==> src/rtl/fmul_pipe.sv <==
// fmul_pipe: three-stage pipelined floating-point multiplier.
// Round-to-nearest-even, flush-to-zero, valid/ready with tag.
`timescale 1ns/1ps
module fmul_pipe #(
    parameter int EXP_W = 8,
    parameter int MAN_W = 23,
    parameter int TAG_W = 4
) (
    input  logic                 clk,
    input  logic                 rst,
    input  logic                 in_valid,
    output logic                 in_ready,
    input  logic [EXP_W+MAN_W:0] in_s,
    input  logic [EXP_W+MAN_W:0] in_t,
    input  logic [TAG_W-1:0]     in_tag,
    output logic                 out_valid,
    input  logic                 out_ready,
    output logic [EXP_W+MAN_W:0] out_d,
    output logic [TAG_W-1:0]     out_tag,
    output logic [2:0]           out_flags
);

    localparam int W   = 1 + EXP_W + MAN_W;
    localparam int SW  = MAN_W + 1;
    localparam int PW  = 2 * SW;
    localparam int EW2 = EXP_W + 2;

    localparam logic [EW2-1:0] BIAS = EW2'((1 << (EXP_W - 1)) - 1);
    localparam logic signed [EW2-1:0] EMAX = EW2'((1 << EXP_W) - 1);
    localparam logic [W-1:0] QBIT =
        {{(W - MAN_W){1'b0}}, 1'b1, {(MAN_W - 1){1'b0}}};
    localparam logic [W-1:0] QNAN =
        {1'b0, {EXP_W{1'b1}}, 1'b1, {(MAN_W - 1){1'b0}}};

    logic advance;

    // stage 1: captured operands
    logic             v1;
    logic [W-1:0]     s1_q;
    logic [W-1:0]     t1_q;
    logic [TAG_W-1:0] tag1_q;

    // stage 2: classified operation and raw product
    logic                  v2;
    logic                  sign2;
    logic signed [EW2-1:0] exp2;
    logic [PW-1:0]         prod2;
    logic                  spc2;
    logic [W-1:0]          spcd2;
    logic                  inv2;
    logic [TAG_W-1:0]      tag2;

    // stage 1 combinational
    logic [EXP_W-1:0]      s_e, t_e;
    logic [MAN_W-1:0]      s_m, t_m;
    logic                  s_zero, t_zero, s_inf, t_inf, s_nan, t_nan;
    logic                  sign1;
    logic signed [EW2-1:0] exp_sum;
    logic [PW-1:0]         prod;
    logic                  spc;
    logic [W-1:0]          spc_d;
    logic                  inv;

    // stage 2 combinational
    logic [PW-1:0]         norm;
    logic [SW-1:0]         mant;
    logic                  guard, sticky, inc, carry;
    logic [MAN_W-1:0]      frac;
    logic signed [EW2-1:0] e_n, e_r;
    logic [W-1:0]          res;
    logic [2:0]            flg;

    assign advance  = !out_valid || out_ready;
    assign in_ready = advance;

    assign s_e = s1_q[W-2:MAN_W];
    assign t_e = t1_q[W-2:MAN_W];
    assign s_m = s1_q[MAN_W-1:0];
    assign t_m = t1_q[MAN_W-1:0];

    // classify operands, form sign, exponent sum and product
    always_comb begin
        s_zero  = (s_e == '0);
        t_zero  = (t_e == '0);
        s_inf   = (&s_e) && !(|s_m);
        t_inf   = (&t_e) && !(|t_m);
        s_nan   = (&s_e) && (|s_m);
        t_nan   = (&t_e) && (|t_m);
        sign1   = s1_q[W-1] ^ t1_q[W-1];
        exp_sum = $signed({2'b00, s_e}) + $signed({2'b00, t_e})
                - $signed(BIAS);
        prod    = PW'({1'b1, s_m}) * PW'({1'b1, t_m});
        spc     = 1'b1;
        spc_d   = '0;
        inv     = 1'b0;
        if (s_nan) begin
            spc_d = s1_q | QBIT;
        end else if (t_nan) begin
            spc_d = t1_q | QBIT;
        end else if ((s_inf && t_zero) || (t_inf && s_zero)) begin
            spc_d = QNAN;
            inv   = 1'b1;
        end else if (s_inf || t_inf) begin
            spc_d = {sign1, {EXP_W{1'b1}}, {MAN_W{1'b0}}};
        end else if (s_zero || t_zero) begin
            spc_d = {sign1, {(W - 1){1'b0}}};
        end else begin
            spc   = 1'b0;
        end
    end

    // normalise, round to nearest even, range check and pack
    always_comb begin
        norm   = prod2[PW-1] ? prod2 : (prod2 << 1);
        e_n    = exp2 + {{(EW2 - 1){1'b0}}, prod2[PW-1]};
        mant   = norm[PW-1 -: SW];
        guard  = norm[PW-SW-1];
        sticky = |norm[PW-SW-2:0];
        inc    = guard && (sticky || mant[0]);
        carry  = inc && (&mant);
        frac   = mant[MAN_W-1:0] + MAN_W'(inc);
        e_r    = e_n + {{(EW2 - 1){1'b0}}, carry};
        res    = {sign2, e_r[EXP_W-1:0], frac};
        flg    = 3'b000;
        if (spc2) begin
            res = spcd2;
            flg = {inv2, 2'b00};
        end else if (e_r >= EMAX) begin
            res = {sign2, {EXP_W{1'b1}}, {MAN_W{1'b0}}};
            flg = 3'b010;
        end else if (e_r[EW2-1] || (e_r == '0)) begin
            res = {sign2, {(W - 1){1'b0}}};
            flg = 3'b001;
        end
    end

    // valid bits and output registers shift together on advance
    always_ff @(posedge clk) begin
        if (rst) begin
            v1        <= 1'b0;
            v2        <= 1'b0;
            out_valid <= 1'b0;
            out_d     <= '0;
            out_tag   <= '0;
            out_flags <= '0;
        end else if (advance) begin
            v1        <= in_valid;
            v2        <= v1;
            out_valid <= v2;
            if (v2) begin
                out_d     <= res;
                out_tag   <= tag2;
                out_flags <= flg;
            end
        end
    end

    // stage 1 and stage 2 payload, loaded only for real operations
    always_ff @(posedge clk) begin
        if (advance && in_valid) begin
            s1_q   <= in_s;
            t1_q   <= in_t;
            tag1_q <= in_tag;
        end
        if (advance && v1) begin
            sign2 <= sign1;
            exp2  <= exp_sum;
            prod2 <= prod;
            spc2  <= spc;
            spcd2 <= spc_d;
            inv2  <= inv;
            tag2  <= tag1_q;
        end
    end

endmodule

==> config.mk <==
export PLATFORM = sky130hd
export DESIGN_NAME = fmul_pipe
export DESIGN_NICKNAME = d
export VERILOG_FILES = /design/src/rtl/fmul_pipe.sv
export SDC_FILE = /design/constraint.sdc
export NUM_CORES = 2
export LEC_CHECK = 0
export ABC_AREA = 0
export CAP_MARGIN = 20
export CORE_MARGIN = 1
export CORE_UTILIZATION = 55
export CTS_BUF_LIST = sky130_fd_sc_hd__clkbuf_8
export CTS_CLUSTER_SIZE = 28
export DETAILED_ROUTE_END_ITERATION = 10
export GPL_TIMING_DRIVEN = 0
export PLACE_DENSITY = 0.84
export SYNTH_ARGS = -nofsm -noshare
export SYNTH_HDL_FRONTEND = slang
export SYNTH_SLANG_ARGS = --single-unit
==> constraint.sdc <==
create_clock -name clk -period 15.7 [get_ports clk]
set_input_delay 1.57 -clock clk [delete_from_list [all_inputs] [get_ports clk]]
set_output_delay 1.57 -clock clk [all_outputs]
set_load 0.005 [all_outputs]
Word-level counts from Yosys, hierarchy flattened
Index checks and enable logic that the tools add are counted.

Register bits after elaboration: 207. Output and inout bits: 41. Logic and storage cells: 71.

Add/sub/neg operators: 5. Multiply operators: 1. Order comparisons: 1. Muxes and demuxes: 14. Bitwise logic cells: 1. Reduce and logical (&&, ||, !) cells: 32.

Operators with widths (number): $mux W32 (6); $reduce_or A23 Y1 (3); $mux W31 (2); $mul A24 B24 Y48 (1); $mux W48 (1); $reduce_and A24 Y1 (1); $add A23 B1 Y23 (1); $add A10 B1 Y10 (2); $logic_not A8 Y1 (2); $reduce_and A8 Y1 (2); $ge A10 B9 Y1 const B (1); $logic_and A1 B1 Y1 (10); $logic_not A10 Y1 (1); $sub A9 B7 Y10 const B (1); $add A8 B8 Y9 (1); $logic_or A1 B1 Y1 (6); $reduce_or A4 Y1 (1); $logic_not A1 Y1 (3); $mux W1 (3); $mux W3 (1); $reduce_or A3 Y1 (1); $mux W2 (1); $reduce_and A2 Y1 (1); $reduce_or A2 Y1 (1); $xor A1 B1 Y1 (1).

Longest topological paths before layout
Depth in word-level cells: 11. Gate-level depth with buffers: 26. Depth with buffers taken out: 24.

Worst setup path before layout
No wires, ideal clock.

Kind: reg2reg. From: register t1_q[4]. To: register prod2[41] (data pin). Data arrival time: 6.381 ns. Path slack: 9.055 ns. Stages on the path, launching flop included: 26. Path buffers: 3. Clock period less this slack: 6.645 ns. Path through: edfxtp_1 clkbuf_1 clkbuf_1 nand2_1 fa_1 inv_1 fa_1 inv_1 fa_1 fa_1 inv_1 fa_1 fa_1 inv_1 fa_1 inv_1 ha_1 clkbuf_1 nand2_1 o211ai_1 a21oi_1 a211oi_1 a311oi_2 o31ai_1 and4_1 nor3_1.

Longest elaborated chain between the ends: 1.

RTL lines: start, declared (line 40) `logic [W-1:0] t1_q;`; start signal, assigned (line 162) `t1_q <= in_t;`; $mul A24 B24 Y48 (line 92) `prod = PW'({1'b1, s_m}) * PW'({1'b1, t_m});`; net prod[41] (line 59) `logic [PW-1:0] prod;`; end signal, assigned (line 168) `prod2 <= prod;`; end, declared (line 47) `logic [PW-1:0] prod2;`.

The timed path passes the listed nets, and every way through them passes these cells. A chain may end at the register's enable or synchronous reset.

Worst setup path in the final report
Same ends and word-level chain as after synthesis.

==> out/qor.yml <==
outcome:
  status: "complete, no violations"
floorplan:
  fp.dieW_um: 228
  fp.dieH_um: 228
  core_mm2: 0.0502
  pin_count: 113
  start_util: 0.558
  num_rows: 82
  die-area_mm2: 0.0518
synth:
  ys_top_cells_by_area: "fa_1, edfxtp_1, ha_1"
  synth_top_cell_by_area: "fa_1"
  ys_seq_elements: 207
  synthesis.instances: 2902
  seq_area_frac_synth: 0.207
  yosys_warnings: 0
  synth_fp_nets: 3649
  synth_ff_type: "edfxtp_1"
  synth_area_mm2: 0.0280
  async_flop_share: 0
  synth.distinct_cells: 75
  synth_edf_count: 165
  synth.avg_cell_area_um2: 9.65
  synth_top_area_share: 0.346
layout:
  finalNetCount: 3801
  layout_commonest_cell: "inv_1"
  ff_latch_area_mm2: 0.00580
  syn2layout_area_growth_pct: 9.75
  multi_input_area_mm2: 0.0193
  fin_cells: 3757
  drive_gt1_frac: 0.0315
  final_cell_mix: "inv_1, fa_1, nand2_1"
  fillers: 4087
detailed_routing:
  via_count: 21952
  antenna_left: 0
  dr.pass1.iters: 6
  routedWlPerCell_um: 22.7
  drt_iter0_drc: 2291
  route.detailed.drc: 0
  drt-total-wl_um: 85400
  vias_per_cell: 5.84
critical_path:
  cp_max_fo: 10
  crit_path_end_kind: "flop"
  ff2ff_setup_slack_ns: 6.97
  reg2regPathDepth: 26
  slowest_stage: "clkbuf_1"
  path_class: "flop to flop"
  critical-path-max-stage-delay_ns: 0.82
  worstPathArrival_ns: 9.10
  r2r_end: "prod2[41]$_DFFE_PP_"
  worst-path-buf-inv: 9
  startpoint_type: "flop"
  path_delay_family: "adder cells"
  cp_data_required_time_ns: 16.08
  r2r-start: "t1_q[4]$_DFFE_PP_"
clock_network:
  post_cts_resized: 0
  clock-sinks: 207
  cts_tree: "built"
  clk_latency_ns: 0.62
  post-cts-setup-buffers: 0
  clockBufferDepth: 3
  root_buffer: "clkbuf_8"
  cts_max_level: 2
  path_clk_slew_ns: 0.07
  cts-hold-fix-buffers: 0
  cts_made_buffers: 37
place:
  dpl.hpwl_um: 67000
  dpl.cell_count: 3687
  routabilityCongestion: 1.02
  place_ws_ns: 7.26
  portBuffers: 111
sta:
  finalSetupViolCount: 0
  post-route-period-util: 0.556
  fin_setup_tns_ns: 0
  finClkSkew_ns: 0.0586
  hold_viol: 0
  worst_slack_ns: 6.97
  tightest_slew_ns: 1.10
  fmax_mhz: 115
  slew_headroom: 0.267
  period_needed_ns: 8.73
  rsz0062_at_grt: "false"
  maxSlewViolCount: 0
global_route:
  gr-usage-all-layers: 0.345
  grt_max_degree: 55
  grt_pass1_wl_um: 130000
  grt_overflow: 0
  antenna_found_initial: 6
  grt_pass1_vias: 22660
hold_path:
  min_from: "tag1_q[1]$_DFFE_PP_"
  hold_class: "flop to flop"
  hold_path_depth: 0
  whs_endpoint: "tag2[1]$_DFFE_PP_"
job:
  max-cap-violations: 0
[cell usage after synthesis (6+ instances only)]
cell      count
xor2_1       42
nand3_1      31
a21oi_1      81
fa_1        484
ha_1        191
nor3_1       41
nor2b_1       8
and4_1        9
and2_1      257
nand2_1     339
xnor2_1      46
o21ai_0      33
or2_2         9
dfxtp_1      42
mux2i_1      12
nand4_1      35
a21o_1       22
and3_1       18
clkbuf_1    144
a221oi_2      9
edfxtp_1    165
a22o_1       19
a221oi_1     10
nor2_1      114
o21bai_1      6
inv_1       598
nor4_1       21
a211oi_1     16
[metal layers]
metal	GRT usage	part of all wire	vias to the layer above
li1	-	-	9346
met1	0.448	0.38	10836
met2	0.524	0.43	1403
met3	0.0990	0.13	363
met4	0.192	0.065	4
met5	0	0.00027	-
[per-stage QoR]
stage | util | area (um^2) | hold slack, ns
floorplan | - | 28000 | 0.400
global placement | 0.597 | 30000 | 0.404
detailed placement | 0.598 | 30000 | 0.411
CTS | 0.612 | 30700 | 0.424
global route | 0.612 | 30700 | 0.431
finish | 0.613 | 30700 | 0.420
[cell type report]
type	instances	share of cell area
Timing Repair Buffer	113	0.0379
Inverter	601	0.0734
Sequential cell	207	0.189
Clock inverter	27	0.00521
Buffer	154	0.0199
Tap cell	672	0.0274
Antenna cell	3	0.000244
Clock buffer	40	0.0179
Multi-Input combinational cell	1940	0.629
[how the worst max path moves through the flow]
stage / depth (start not counted) / startpoint / to
after floorplan: 25 / t1_q[4]$_DFFE_PP_ / prod2[41]$_DFFE_PP_
final: 26 / t1_q[4]$_DFFE_PP_ / prod2[41]$_DFFE_PP_
after CTS: 25 / t1_q[4]$_DFFE_PP_ / prod2[41]$_DFFE_PP_
after detailed placement: 25 / t1_q[4]$_DFFE_PP_ / prod2[41]$_DFFE_PP_
after global placement: 25 / t1_q[4]$_DFFE_PP_ / prod2[47]$_DFFE_PP_
after global routing: 25 / t1_q[4]$_DFFE_PP_ / prod2[41]$_DFFE_PP_
[registers in the layout, indices dropped and copies added, names as in the netlist]
| signal | count |
|---|---|
| prod2 | 48 |
| out_d | 32 |
| s1_q | 32 |
| spcd2 | 32 |
| t1_q | 32 |
| exp2 | 10 |
| out_tag | 4 |
| tag1_q | 4 |
| tag2 | 4 |
| out_flags | 3 |
| inv2 | 1 |
| out_valid | 1 |
| sign2 | 1 |
| spc2 | 1 |
| v1 | 1 |
| v2 | 1 |
[kinds of logic (layout without fill, tap and decap cells)]
logic type	after synthesis	count (layout)	share of synthesized area
xor gates and xnor gates	89	89	0.0281
adders and majority gates	675	675	0.431
other	0	3	0
AOI/OAI and AO/OA	251	251	0.0636
and+or+nand+nor	909	909	0.162
buffers and inverters	755	935	0.102
DFF	207	207	0.207
muxes	16	16	0.00590
Power is not shown: default switching activity piles up to over one toggle a cycle in this logic, so the estimate is an artifact.
==> edit: new RTL, config.mk and constraints unchanged <==
Register the output `out_flags` once more; this adds one clock of latency there. The other outputs are not delayed to match.
--- a/src/rtl/fmul_pipe.sv
+++ b/src/rtl/fmul_pipe.sv
@@ -31,6 +31,8 @@
         {{(W - MAN_W){1'b0}}, 1'b1, {(MAN_W - 1){1'b0}}};
     localparam logic [W-1:0] QNAN =
         {1'b0, {EXP_W{1'b1}}, 1'b1, {(MAN_W - 1){1'b0}}};
+
+    logic [2:0] out_flags_s0;
 
     logic advance;
 
@@ -142,7 +144,7 @@
             out_valid <= 1'b0;
             out_d     <= '0;
             out_tag   <= '0;
-            out_flags <= '0;
+            out_flags_s0 <= '0;
         end else if (advance) begin
             v1        <= in_valid;
             v2        <= v1;
@@ -150,7 +152,7 @@
             if (v2) begin
                 out_d     <= res;
                 out_tag   <= tag2;
-                out_flags <= flg;
+                out_flags_s0 <= flg;
             end
         end
     end
@@ -173,5 +175,9 @@
         end
     end
 
+    always_ff @(posedge clk) begin
+        out_flags <= out_flags_s0;
+    end
+
 endmodule
 
Function: changed (Yosys sat finds a counterexample within 4 cycles, from zero or initial values and one cycle with rst high).
==> edit against the unedited design <==
Clock skew is 0.046 ns higher; count of clock-buffer cells in the layout grew 4; synthesized area fell by 0.48%; sequential cell count rose by 3; hold slack lost 0.071 ns; cell area grew 0.19%; wire length decreased by 0.79%; worst setup slack got worse by 0.21 ns; die area is 0.47% lower; synthesized cell count decreased by 0.79%; critical path type unchanged; largest cell class unchanged.
Power is left out: the tool's default activity adds up to more than one toggle a clock period on the data nets, which glitch-free logic cannot reach.
==> edit: results (changes against the unedited design) <==
status complete, no violations (unchanged); post-synthesis xor/xnor area fraction 2.828% (was 2.810%); Synth Area in Compound Gates 6.155% (was 6.363%); Mapped Cells 2879 (was 2902); slew margin rel. 32.75% (was 26.74%); grt met2 use 51.59% (was 52.35%); post-synthesis mux area share 0.7767% (was 0.5898%); drt wl/cell 22.67 um (was 22.74 um); register area share after synthesis 21.01% (was 20.70%); final WL 84760 um (was 85440 um); reg-to-reg critical path startpoint t1_q[16] (was t1_q[4]); main area contributors after synthesis fa_1 35%, edfxtp_1 18%, ha_1 8.6% (was fa_1 35%, edfxtp_1 18%, ha_1 8.5%); reg2reg path depth 24 (was 26); antenna violations before repair 5 (was 6); metal3 WL 11850 um (was 11020 um); port bufs 111 (unchanged); fin nets 3779 (was 3801); wire length on met2 36120 um (was 36760 um); DP Worst Slack 7.082 ns (was 7.261 ns); number of vias per cell 5.746 (was 5.843); met3 usage 12.58% (was 9.898%); synth unique cells 74 (was 75); worst path bufs/invs 6 (was 9); GRT Total Usage 34.17% (was 34.55%); adder-cell share of the synthesized area 43.34% (was 43.13%); share of post-route cells with drive strength above 1 3.298% (was 3.147%); Placer Congestion 1.057 (was 1.018); Post-DP Area 29880 um^2 (was 30020 um^2); FF-to-FF End prod2[47] (was prod2[41]); Cell Count Post-Placement 3664 (was 3687); R2R Setup Slk 6.77 ns (was 6.97 ns); wire length on met1 30460 um (was 32050 um); Worst path max stage delay 0.72 ns (was 0.82 ns); Hold EP out_flags[1] (was tag2[1]); number of DRC markers in iteration 0 2259 (was 2291); Worst-Skew Late Latency 0.65 ns (was 0.62 ns); grt met1 use 41.84% (was 44.75%); pin count of the biggest net entering global routing 67 (was 55); vias in the first global route 22283 (was 22660); Fillers 4157 (was 4087); first-pass GRT wire length 128600 um (was 130200 um); commonest cells in the netlist 607 x inv_1, 484 x fa_1, 337 x nand2_1, 256 x and2_1, 191 x ha_1 (was 598 x inv_1, 484 x fa_1, 339 x nand2_1, 257 x and2_1, 191 x ha_1); WHS 0.3497 ns (was 0.4204 ns); post-CTS setup buffer count 0 (unchanged); Post-Synthesis Net Count 3626 (was 3649); skew final 0.1048 ns (was 0.05858 ns); DP HPWL 66750 um (was 67000 um); hold path start out_flags_s0[1] (was tag1_q[1]); CTS buffer count 38 (was 37)
## edit: cell families after synthesis
group / Yosys count
mux: 21
simple gates: 880
buf+inv: 757
flops: 210
xor+xnor: 90
fa+ha+maj: 675
compound gates: 246
## edit: worst max-delay path by stage
stage                           end  slack [ns]      from  cells after the start
after global placement    prod2[47]        7.13  t1_q[16]                     24
final                     prod2[47]        6.77  t1_q[16]                     24
after detailed placement  prod2[47]        7.08  t1_q[16]                     24
after CTS                 prod2[47]        7.01  t1_q[16]                     24
after floorplan           prod2[45]        8.80   t1_q[4]                     27
after global routing      prod2[47]        6.69  t1_q[16]                     24
## edit: cell type report
cell class                      instances  area, um^2  share of cell area, %
Multi-Input combinational cell       1912       19160                  62.24
Sequential cell                       210        5856                  19.02
Inverter                              610        2290                  7.436
Timing Repair Buffer                  113        1166                  3.787
Tap cell                              672       840.8                  2.731
Clock buffer                           44       605.6                  1.967
Buffer                                147       565.5                  1.837
Clock inverter                         26       291.5                 0.9468
Antenna cell                            5       12.51                0.04064
